[config.mk]
export PLATFORM = sky130hd
export DESIGN_NAME = fir_requant_decim
export DESIGN_NICKNAME = d
export VERILOG_FILES = /design/src/rtl/fir_requant_decim.sv
export SDC_FILE = /design/constraint.sdc
export NUM_CORES = 1
export LEC_CHECK = 0
export BUFFER_PORTS_ARGS = -buffer_cell sky130_fd_sc_hd__buf_2
export CORE_MARGIN = 2
export CORE_UTILIZATION = 35
export CTS_BUF_LIST = sky130_fd_sc_hd__clkbuf_8
export DETAILED_ROUTE_END_ITERATION = 8
export PLACE_DENSITY_LB_ADDON = 0.12
export SLEW_MARGIN = 10
export SYNTH_ARGS = -nofsm -noshare
export SYNTH_HDL_FRONTEND = slang
export SYNTH_SLANG_ARGS = --single-unit
[constraint.sdc]
create_clock -name clk -period 4 [get_ports clk]
set_input_delay 0.2 -clock clk [delete_from_list [all_inputs] [get_ports clk]]
set_output_delay 0.2 -clock clk [all_outputs]
set_load 0.1 [all_outputs]
[src/rtl/fir_requant_decim.sv]
// fir_requant_decim
//   Output stage behind the 3-tap FIR. It rescales the 16-bit signed filter
//   result to 8-bit signed using round-half-up, an arithmetic right shift and
//   saturation. It keeps 1 of every DECIM valid samples and buffers the kept
//   samples in a small first-word-fall-through FIFO with a valid/ready output.
//   Saturation and overflow events are reported as sticky flags.
//
// Ports
//   clk          clock, all state on the rising edge
//   reset        asynchronous, active-high, clears all state
//   in_valid     in_data is valid this cycle
//   in_data      16-bit signed FIR result
//   out_ready    consumer accepts out_data this cycle
//   out_valid    FIFO non-empty
//   out_data     8-bit signed FIFO head (first-word-fall-through)
//   level        FIFO occupancy, 0..DEPTH
//   sat_flag     sticky: a sample written to the FIFO had been saturated
//   ovf_flag     sticky: a kept sample was dropped because the FIFO was full
//   clear_flags  synchronous clear of both flags; a same-cycle set event wins
module fir_requant_decim #(
  parameter int SHIFT = 2,
  parameter int DECIM = 2,
  parameter int DEPTH = 4
) (
  input  logic                     clk,
  input  logic                     reset,
  input  logic                     in_valid,
  input  logic signed [15:0]       in_data,
  input  logic                     out_ready,
  output logic                     out_valid,
  output logic [7:0]               out_data,
  output logic [$clog2(DEPTH):0]   level,
  output logic                     sat_flag,
  output logic                     ovf_flag,
  input  logic                     clear_flags
);

  localparam int AW = $clog2(DEPTH);
  localparam int LW = AW + 1;
  localparam int PW = (DECIM > 1) ? $clog2(DECIM) : 1;

  // Half an LSB of the output scale; zero when no shift is applied.
  localparam int RND_SH = (SHIFT > 0) ? SHIFT - 1 : 0;
  localparam logic signed [16:0] RND = (SHIFT > 0) ? 17'(1 << RND_SH) : 17'sd0;

  // ---------------------------------------------------------------------------
  // Requantise
  // ---------------------------------------------------------------------------
  logic signed [16:0] t_sum;
  logic signed [16:0] r_shift;
  logic        [7:0]  q_data;
  logic               q_sat;

  always_comb begin
    t_sum   = {in_data[15], in_data} + RND;
    r_shift = t_sum >>> SHIFT;
    q_data  = r_shift[7:0];
    q_sat   = 1'b0;
    if (r_shift > 17'sd127) begin
      q_data = 8'h7f;
      q_sat  = 1'b1;
    end else if (r_shift < -17'sd128) begin
      q_data = 8'h80;
      q_sat  = 1'b1;
    end
  end

  // ---------------------------------------------------------------------------
  // Decimation phase and pipeline register
  // ---------------------------------------------------------------------------
  logic [PW-1:0] phase;
  logic          p_valid;
  logic [7:0]    p_data;
  logic          p_sat;

  always_ff @(posedge clk or posedge reset) begin
    if (reset) begin
      phase <= '0;
    end else if (in_valid) begin
      if (phase == PW'(DECIM - 1)) phase <= '0;
      else                         phase <= phase + 1'b1;
    end
  end

  always_ff @(posedge clk or posedge reset) begin
    if (reset) begin
      p_valid <= 1'b0;
      p_data  <= '0;
      p_sat   <= 1'b0;
    end else begin
      p_valid <= in_valid && (phase == '0);
      p_data  <= q_data;
      p_sat   <= q_sat;
    end
  end

  // ---------------------------------------------------------------------------
  // FIFO
  // ---------------------------------------------------------------------------
  logic [7:0]    mem [DEPTH];
  logic [AW-1:0] wr_ptr;
  logic [AW-1:0] rd_ptr;
  logic [AW-1:0] rd_next;
  logic          full;
  logic          pop;
  logic          wr;
  logic          drop;

  assign out_valid = (level != '0);
  assign full      = (level == LW'(DEPTH));
  assign pop       = out_valid && out_ready;
  // A full FIFO still accepts a write when the head leaves in the same cycle.
  assign wr        = p_valid && (!full || pop);
  assign drop      = p_valid && full && !pop;
  assign rd_next   = rd_ptr + 1'b1;

  // Storage carries no reset; only entries below level are ever presented.
  always_ff @(posedge clk) begin
    if (wr) mem[wr_ptr] <= p_data;
  end

  always_ff @(posedge clk or posedge reset) begin
    if (reset) begin
      wr_ptr <= '0;
      rd_ptr <= '0;
      level  <= '0;
    end else begin
      if (wr)  wr_ptr <= wr_ptr + 1'b1;
      if (pop) rd_ptr <= rd_next;
      case ({wr, pop})
        2'b10:   level <= level + 1'b1;
        2'b01:   level <= level - 1'b1;
        default: level <= level;
      endcase
    end
  end

  // out_data is a register that follows the head. When the FIFO drains it
  // keeps the last value rather than showing stale storage. The new head
  // after a pop is the next stored entry, unless the FIFO held only the
  // popped entry, in which case it is whatever is written this cycle.
  always_ff @(posedge clk or posedge reset) begin
    if (reset) begin
      out_data <= '0;
    end else if (pop && (level > LW'(1))) begin
      out_data <= mem[rd_next];
    end else if (wr && ((level == '0) || (pop && (level == LW'(1))))) begin
      out_data <= p_data;
    end
  end

  // ---------------------------------------------------------------------------
  // Sticky flags (set beats clear)
  // ---------------------------------------------------------------------------
  always_ff @(posedge clk or posedge reset) begin
    if (reset) begin
      sat_flag <= 1'b0;
      ovf_flag <= 1'b0;
    end else begin
      if (wr && p_sat)      sat_flag <= 1'b1;
      else if (clear_flags) sat_flag <= 1'b0;

      if (drop)             ovf_flag <= 1'b1;
      else if (clear_flags) ovf_flag <= 1'b0;
    end
  end

endmodule

### Word-level counts from Yosys, hierarchy flattened

Memories as Yosys holds them, arrays and structs flattened.
Cells that the tools add are included.

| word-level totals | value |
|---|---|
| bits in registers | 28 |
| bits in latches | 0 |
| RAM bits | 32 |
| bits in read-only memories | 0 |
| input bits | 21 |
| output and inout port bits | 14 |
| memories | 1 |

| operators by class | value |
|---|---|
| $add $sub $neg | 6 |
| multiply operators | 0 |
| div/mod/pow operators | 0 |
| $lt $le $gt $ge | 3 |
| equal/unequal tests | 4 |
| shifts and indexed selects | 0 |
| multiplexer cells | 13 |
| bitwise gates (word level) | 1 |
| reduce and logical (&&, ||, !) cells | 19 |

Memory list:

| memory | depth | bits a word | read ports | clocked after Yosys merged registers in | wr ports | RTL line | text |
|---|---|---|---|---|---|---|---|
| mem | 4 | 8 | 1 | 0 | 1 | 100 | `logic [7:0] mem [DEPTH];` |

Operators by type and width:

| operator | number |
|---|---|
| 8-bit two-way mux | 4 |
| 16-bit by 3-bit adder with 17-bit output (second input constant) | 1 |
| 15-bit by 8-bit > comparator with 1-bit output (second input constant) | 1 |
| 15-bit by 8-bit < comparator with 1-bit output (second input constant) | 1 |
| 1-bit logical AND | 9 |
| 1-bit two-way mux | 8 |
| 2-bit nonzero test | 4 |
| 3-bit case mux with 2 select lines | 1 |
| 2-bit by 1-bit adder with 2-bit output (second input constant) | 2 |
| 3-bit by 1-bit adder with 3-bit output (second input constant) | 1 |
| 3-bit by 1-bit == test with 1-bit output (second input constant) | 1 |
| 3-bit == test (second input constant) | 1 |
| 3-bit by 1-bit > comparator with 1-bit output (second input constant) | 1 |
| 3-bit zero test | 1 |
| 3-bit nonzero test | 1 |
| 3-bit by 1-bit subtractor with 3-bit output (second input constant) | 1 |
| 2-bit by 1-bit == test with 1-bit output (second input constant) | 1 |
| 2-bit == test (second input constant) | 1 |
| 1-bit zero test | 2 |
| 1-bit logical OR | 2 |
| 1-bit adder (second input constant) | 1 |
| 1-bit NOT | 1 |

### Longest topological paths before layout

Gate-level depths: netlist of run 1.

| logic depth | value |
|---|---|
| word-level depth | 7 |
| depth in mapped cells | 9 |
| gate-level depth less buffers | 9 |

### Worst setup path after synthesis of run 1

Ideal clock, no wire load.

| timing path | value |
|---|---|
| path type | reg2reg |
| start | register level[1] |
| end | register level[2] |
| library setup time | 0.165 ns |
| arrival | 3.072 ns |
| data required time | 3.835 ns |
| setup slack | 0.763 ns |
| stages on the path, launching flop included | 10 |
| buffers on the path | 1 |
| clock period less this slack | 3.237 ns |
| cell sequence | dfrtp_1 > inv_1 > ha_1 > nand2b_1 > and2_1 > clkbuf_1 > ha_1 > mux2i_1 > nor2_1 > xor2_1 |

| between the ends | value |
|---|---|
| cells in the longest elaborated chain, start to end | 6 |
| elaborated cells on any way between the ends | 12 |
| those cells by class | add/sub (2); eq/ne (3); mux (1); reduce/logical (6) |

Ends and longest elaborated chain:

| what | RTL line | text |
|---|---|---|
| from (decl) | 32 | `output logic [$clog2(DEPTH):0] level,` |
| from (signal assigned) | 131 | `2'b10: level <= level + 1'b1;` |
| from (signal assigned) | 132 | `2'b01: level <= level - 1'b1;` |
| from (signal assigned) | 133 | `default: level <= level;` |
| 3-bit nonzero test (*) | 109 | `assign out_valid = (level != '0);` |
| via out_valid | 30 | `output logic out_valid,` |
| 1-bit logical AND (*) | 111 | `assign pop = out_valid && out_ready;` |
| via pop | 105 | `logic pop;` |
| 1-bit logical OR | 113 | `assign wr = p_valid && (!full \|\| pop);` |
| 1-bit logical AND | 113 |  |
| 2-bit by 1-bit == test with 1-bit output or 2-bit == test (tied branches) | 130 | `case ({wr, pop})` |
| 3-bit case mux with 2 select lines or 2-bit nonzero test (tied branches) | - |  |

The timed path passes the listed nets; every way through them passes the cells marked *.
A chain may end at the register's enable or synchronous reset.

### Worst setup path after layout of run 1

| timing path | value |
|---|---|
| start | register level[1] |
| end | register level[2] |

| between the ends | value |
|---|---|
| cells in the longest elaborated chain, start to end | 6 |
| elaborated cells on any way between the ends | 12 |
| those cells by class | add/sub (2); eq/ne (3); mux (1); reduce/logical (6) |

Ends and longest elaborated chain:

| what | RTL line |
|---|---|
| 3-bit == test or 3-bit nonzero test (tied branches) | 110, 109 |
| 1-bit zero test or 1-bit logical AND (tied branches) | 113, 111 |
| 1-bit logical OR | 113 |
| 1-bit logical AND | 113 |
| 2-bit by 1-bit == test with 1-bit output or 2-bit == test (tied branches) | 130 |
| 3-bit case mux with 2 select lines or 2-bit nonzero test (tied branches) | - |

Several ways; a longest one is shown, not always the timed one.

==> impl_results.md, run 1 <==
- Vias after detailed routing: 1741
- Main synth FF type: edfxtp_1
- Switching share of power: 45.36%
- WP data arrival: 2.25 ns
- Post-CTS sizing: 0
- DRC viols: 0
- Register area share after synthesis: 58.30%
- Final Hold Viols: 0
- Nets: 283
- Unique masters post-synth: 45
- FF-to-FF Start: level[1]
- Worst reg2reg endpoint: level[2]
- Sw power: 1.079 mW
- Total power: 2.378 mW
- CP max FO: 6
- Unrepaired setup endpoints after global routing: false
- Startpoint Class: flip-flop
- Die span in y: 94.24 um
- Placed cell count: 342
- Reg power frac: 39.1%
- Status: completed
- Detailed Routing Iterations Pass 1: 4
- DRT Wirelength: 5.457 mm
- Initial antenna violation count: 0
- R2R Setup Slk: 1.95 ns
- Post-Route Setup TNS: 0 ns
- Initial Util: 36.51%
- Row count: 32
- Hold depth: 2
- Pwr Density: 724.1 mW/mm^2
- Cells after synthesis: 214
- Cells on worst reg2reg path: 9
- Crit. End Element: flip-flop
- Share of layout cells above drive strength 1: 24.51%
- Routed wire length per instance: 15.20 um
- Tcrit/Tclk final: 51.31%
- Clock group share of total power: 17.9%
- ANT nets after route: 0
- Core footprint: 0.007807 sq mm
- CP Cell Sequence: inv_1 > ha_1 > nand3b_1 > and2_0 > inv_1 > ha_1 > mux2i_1 > nor2_1 > xor2_1
- Clk root buf: clkbuf_8
- Tmin final: 2.052 ns
- FMAX: 487.2 MHz
- Skew final: 0.009100 ns
- Slew Limit Headroom: 36.84%
- Hold Path Sink: phase
- Avg Cell Area, Syn: 13.32 sq um
- Pin count of the biggest net entering global routing: 29
- Area growth syn-to-layout: 15.23%
- IR drop worst, VDD: 0.0002945 V
- Non-Filler Cell Area, Final: 0.003284 sq mm
- Number of global-route vias before repair: 1778
- Syn Nets: 245
- First-pass GRT wire length: 9.128 mm
- Die width: 94.24 um
- Pint: 1.299 mW
- Slowest stage delay, CP: 0.42 ns
- Initial DRC count: 58
- Critical Path Slowest Stage Cell: dfrtp_1
- GR Overflow Total: 0
- Vias per cell: 4.850
- TritonCTS clock tree: built
- Final Non-Filler Cells: 359
- Clock Latency Late Sink: 0.32 ns
- Worst setup path class: reg -> reg
- Slew Limit Fails: 0
- Hold path start: in_valid
- Hpwl dp: 3.717 mm
- Max-cap violations: 0
- Port bufs: 33
- Hold Path Class: in -> reg
- Crit path max-delay family: simple AND/OR/NAND/NOR gates
- Min Hold Slack: 0.06642 ns
- YS warnings: 0
- Worst-Margin Slew: 0.9422 ns
- Post-synth EDFFs: 32
- Mapped Area: 0.002850 sq mm
- Share of async-settable or async-resettable flops after synthesis: 46.67%
- Commonest non-fill, non-tap cell in the layout: buf_2
- DIE AREA: 0.008881 sq mm
- I/O pin total: 35
- Final RePlAce weighted congestion: 0.7657
- Buf/Inv on CP: 2
- Number of diodes: 0
- Final setup viols: 0
- #FFs+latches synth: 60
- Clk sinks: 60
- Num CTS Buffers: 9
- CTS HTree Levels: 3
- Clock-pin slew on the worst setup and hold paths: 0.06 ns
- Clock tree buffer depth: 2
- Logic pwr share: 43.1%
- Most frequent cells in the layout: buf_2 (33), edfxtp_1 (32), dfrtp_1 (28), inv_1 (15), nor2_1 (12)
- Global-route usage over all layers: 13.88%
- Critical Path RT: 4.20 ns
- Lkg Pwr: 1.272 nW
- Placed cell areas: 0.003122 sq mm
-- Yosys cell counts (2+ instances only) --
library cell,number,area share (%)
nand3_1,6,1.1
nor4_1,2,0.44
and3_1,6,1.3
dfrtp_1,28,25
ha_1,10,4.4
xor2_1,8,2.5
a41oi_1,3,0.92
and2_1,4,0.88
nand4_1,4,0.88
mux2i_1,9,3.2
xnor2_1,6,1.8
edfxtp_1,32,34
nor2_1,12,1.6
inv_1,11,1.4
a21oi_1,11,1.9
mux4_2,8,6.3
clkbuf_1,6,0.79
nand2_1,10,1.3
o31ai_1,7,1.8
buf_2,2,0.35
o21ai_0,5,0.88
-- sequential cells by signal (all words and copies together) (netlist names) --
| name | flops |
|---|---|
| p_sat | 1 |
| sat_flag | 1 |
| phase | 1 |
| mem | 32 |
| wr_ptr | 2 |
| p_valid | 1 |
| ovf_flag | 1 |
| p_data | 8 |
| level | 3 |
| rd_ptr | 2 |
| out_data | 8 |
-- layout make-up --
type	count	area, sq um
clock buffers	9	123.9
clock inverters	7	28.78
fillers	751	4523
inverters	11	41.29
multi-input cells	134	1111
flip-flops and latches	60	1662
well taps	102	127.6
repair buffers	36	190.2
-- worst register-to-register path, stage by stage (launching register included) --
cell and delay (ns):
dfrtp_1 0.42, inv_1 0.12, ha_1 0.20, nand3b_1 0.20, and2_0 0.31, inv_1 0.09
ha_1 0.20, mux2i_1 0.20, nor2_1 0.06, xor2_1 0.14
-- through the flow --
step | setup slack, ns | util (%)
6_report | 1.948 | 42.07
5_1_grt | 1.736 | 42.07
4_1_cts | 1.916 | 42.07
3_5_place_dp | 1.902 | 39.98
3_3_place_gp | 1.890 | 39.98
2_1_floorplan | 0.7631 | -
-- what timing repair did --
| item | CTS | global route |
|---|---|---|
| hold endpoints to repair | 28 | 0 |
| buffers inserted | 0 | 0 |
| hold buffers | 1 | 0 |
-- cells by family (layout without fill, tap and decap cells) --
family	Yosys count	in the layout	share of synthesized area (%)
fa+ha+maj	10	10	4.390
buf+inv	20	63	2.722
mux	17	17	9.482
xor+xnor	14	14	4.302
compound gates	34	34	8.824
flops	60	60	58.30
simple gates	59	59	11.98
-- how the worst max path moves through the flow --
stage / start / endpoint / slack, ns / depth (start not counted)
after floorplan: level[1] / level[2] / 0.76 / 9
after global placement: in_data[1] / p_sat / 1.89 / 7
after detailed placement: in_data[1] / p_sat / 1.90 / 7
after CTS: level[1] / out_data[7] / 1.92 / 6
after global routing: level[0] / level[2] / 1.74 / 8
final: level[1] / level[2] / 1.95 / 9
-- power by group through the flow --
stage / Combinational (mW) / Clock, mW / Sequential [mW]
3_5_place_dp: 1.03 / 0 / 0.947
6_report: 1.02 / 0.425 / 0.929
4_1_cts: 1.04 / 0.445 / 0.935
2_1_floorplan: 0.459 / 0 / 1.32
5_1_grt: 1.10 / 0.472 / 0.955
3_3_place_gp: 1.03 / 0 / 0.945
-- routing by layer --
metal	vias to the layer above	track usage [%]	wire length [um]
met1	825	19.01	2663
li1	875	-	-
met3	6	2.408	155
met4	0	6.522	78
met5	-	0	0
met2	35	21.43	2559
Note: power is estimated with default switching activity, not from simulation.
==> inputs of run 2 (changes only) <==
- clock period: 4 -> 1.9 ns (I/O delays scaled with it)
==> run 2 against run 1 <==
Clock power increased to 2.6 times the previous value. Critical endpoint unchanged. Worst setup slack got worse by 1.8 ns. Critical path depth stayed put. Sequential power is 110% higher. Sequential share of layout area fell by 2.5 points. Register-to-register slack got worse by 1.8 ns. Via count up 3.7%. Clock skew is 0.0017 ns lower. First-iteration DRC count decreased by 1.7%. Count of clock-buffer cells in the layout grew 1. Combinational power is 130% higher.
==> impl_results.md, run 2 (synthesis gave the netlist of run 1 again) <==
- Lkg Pwr: 1.333 nW
- Worst setup path class: reg -> reg
- Port bufs: 33
- Pwr Density: 1553 mW/mm^2
- Clk root buf: clkbuf_8
- Commonest non-fill, non-tap cell in the layout: buf_2
- Core footprint: 0.007807 sq mm
- Most flop-heavy register: mem
- Number of global-route vias before repair: 1785
- Pin count of the biggest net entering global routing: 29
- Detailed Routing Iterations Pass 1: 4
- Startpoint Class: flip-flop
- Tmin final: 1.773 ns
- FF-to-FF Start: level[0]
- Pre-CTS WS: 0.1370 ns
- Status: completed
- WP data arrival: 1.99 ns
- Worst reg2reg endpoint: level[2]
- Max-cap violations: 0
- I/O pin total: 35
- Initial Util: 36.51%
- Crit. End Element: flip-flop
- Worst-Margin Slew: 0.6413 ns
- Final setup viols: 0
- Top Registers: mem: 32 flops, out_data: 8 flops, p_data: 8 flops
- CP max FO: 5
- TritonCTS clock tree: built
- First-pass GRT wire length: 8.990 mm
- Share of layout cells above drive strength 1: 31.34%
- DIE AREA: 0.008881 sq mm
- Final Hold Viols: 0
- Initial antenna violation count: 0
- GR Overflow Total: 0
- Cells on worst reg2reg path: 9
- IR drop worst, VDD: 0.0007131 V
- Nets: 295
- Hold depth: 3
- Clock-pin slew on the worst setup and hold paths: 0.07 ns
- Min Hold Slack: 0.08347 ns
- Slew Limit Fails: 0
- DRT Wirelength: 5.430 mm
- Slew Limit Headroom: 57.24%
- Num CTS Buffers: 9
- Final RePlAce weighted congestion: 0.8471
- Row count: 32
- CTS HTree Levels: 3
- Hpwl dp: 3.803 mm
- FMAX: 564.0 MHz
- Post-Route Setup TNS: 0 ns
- Die span in y: 94.24 um
- Clock Latency Late Sink: 0.33 ns
- Max FFs per register: 32
- Global-route usage over all layers: 13.67%
- Tcrit/Tclk final: 93.31%
- Critical Path RT: 2.11 ns
- Clock tree buffer depth: 2
- Die width: 94.24 um
- Vias per cell: 4.878
- DRC viols: 0
- Hold Path Class: in -> reg
- Skew final: 0.007358 ns
- Initial DRC count: 57
- ANT nets after route: 0
- Number of diodes: 0
- Area growth syn-to-layout: 22.17%
- Unrepaired setup endpoints after global routing: false
- Routed wire length per instance: 14.68 um
- Setup ws final: 0.1271 ns
- Hold Path Sink: p_sat
- Vias after detailed routing: 1805
- R2R Setup Slk: 0.13 ns
- Clk sinks: 60
- Hold path start: in_data[15]
- Most frequent cells in the layout: buf_2 (33), edfxtp_1 (32), dfrtp_1 (25), nor2_1 (12)
## run 2: cell count changes in the layout (fill, tap and decap cells not counted), moves of 2 or more
cell and change:
dfrtp_4 +3, clkinvlp_4 +2, ha_1 -2, inv_4 +2, clkinv_2 -2, dfrtp_1 -3, ha_4 +2, buf_4 +9
inv_1 -6, dlygate4sd3_1 +2
## run 2: metal layers
metal,GRT usage (%),part of all wire (%)
met5,0,0
met4,5.072,1.5
met1,18.35,49
met3,4.334,3.8
met2,20.71,45
## run 2: layout make-up
cell class | instances | area [sq um]
Inverter | 11 | 46.29
Clock buffer | 10 | 137.6
Tap cell | 102 | 127.6
Timing Repair Buffer | 48 | 297.8
Fill cell | 721 | 4325
Clock inverter | 5 | 52.55
Sequential cell | 60 | 1673
Multi-Input combinational cell | 134 | 1147
## run 2: worst max path at each step
| stage | end | start | slack [ns] |
|---|---|---|---|
| floorplan | level[2] | level[1] | -0.16 |
| global placement | level[2] | level[0] | 0.13 |
| detailed placement | p_data[2] | in_data[1] | 0.14 |
| CTS | level[2] | level[0] | 0.12 |
| global route | level[2] | level[0] | 0.002 |
| finish | level[2] | level[0] | 0.13 |
## run 2: worst max-delay path: stages (launching register included)
cell	delay, ns
dfrtp_4	0.52
inv_4	0.08
ha_4	0.15
nand3b_1	0.11
and2_0	0.20
inv_1	0.09
ha_4	0.14
mux2i_1	0.17
nor2_1	0.06
xor2_1	0.14
## run 2: where the power goes
part | internal, mW | switching (mW) | total, mW
Combinational | 0.733 | 1.63 | 2.36
Sequential | 1.71 | 0.245 | 1.96
Clock | 0.624 | 0.467 | 1.09
## run 2: repair_timing
action                                 in CTS  in global routing
setup buffers                               0                  0
setup endpoints to repair                   0                  0
hold buffers                                3                  0
endpoints found under the hold margin      31                  0
gates resized for setup                     0                  0
## run 2: through the flow
step	total power, mW	cells	utilization [%]	area, sq um
after floorplan	3.895	214	-	2923
after global placement	4.362	352	41.78	3262
after detailed placement	4.370	352	41.78	3262
after CTS	5.493	370	44.60	3482
after global routing	5.735	370	44.60	3482
final	5.408	370	44.60	3482
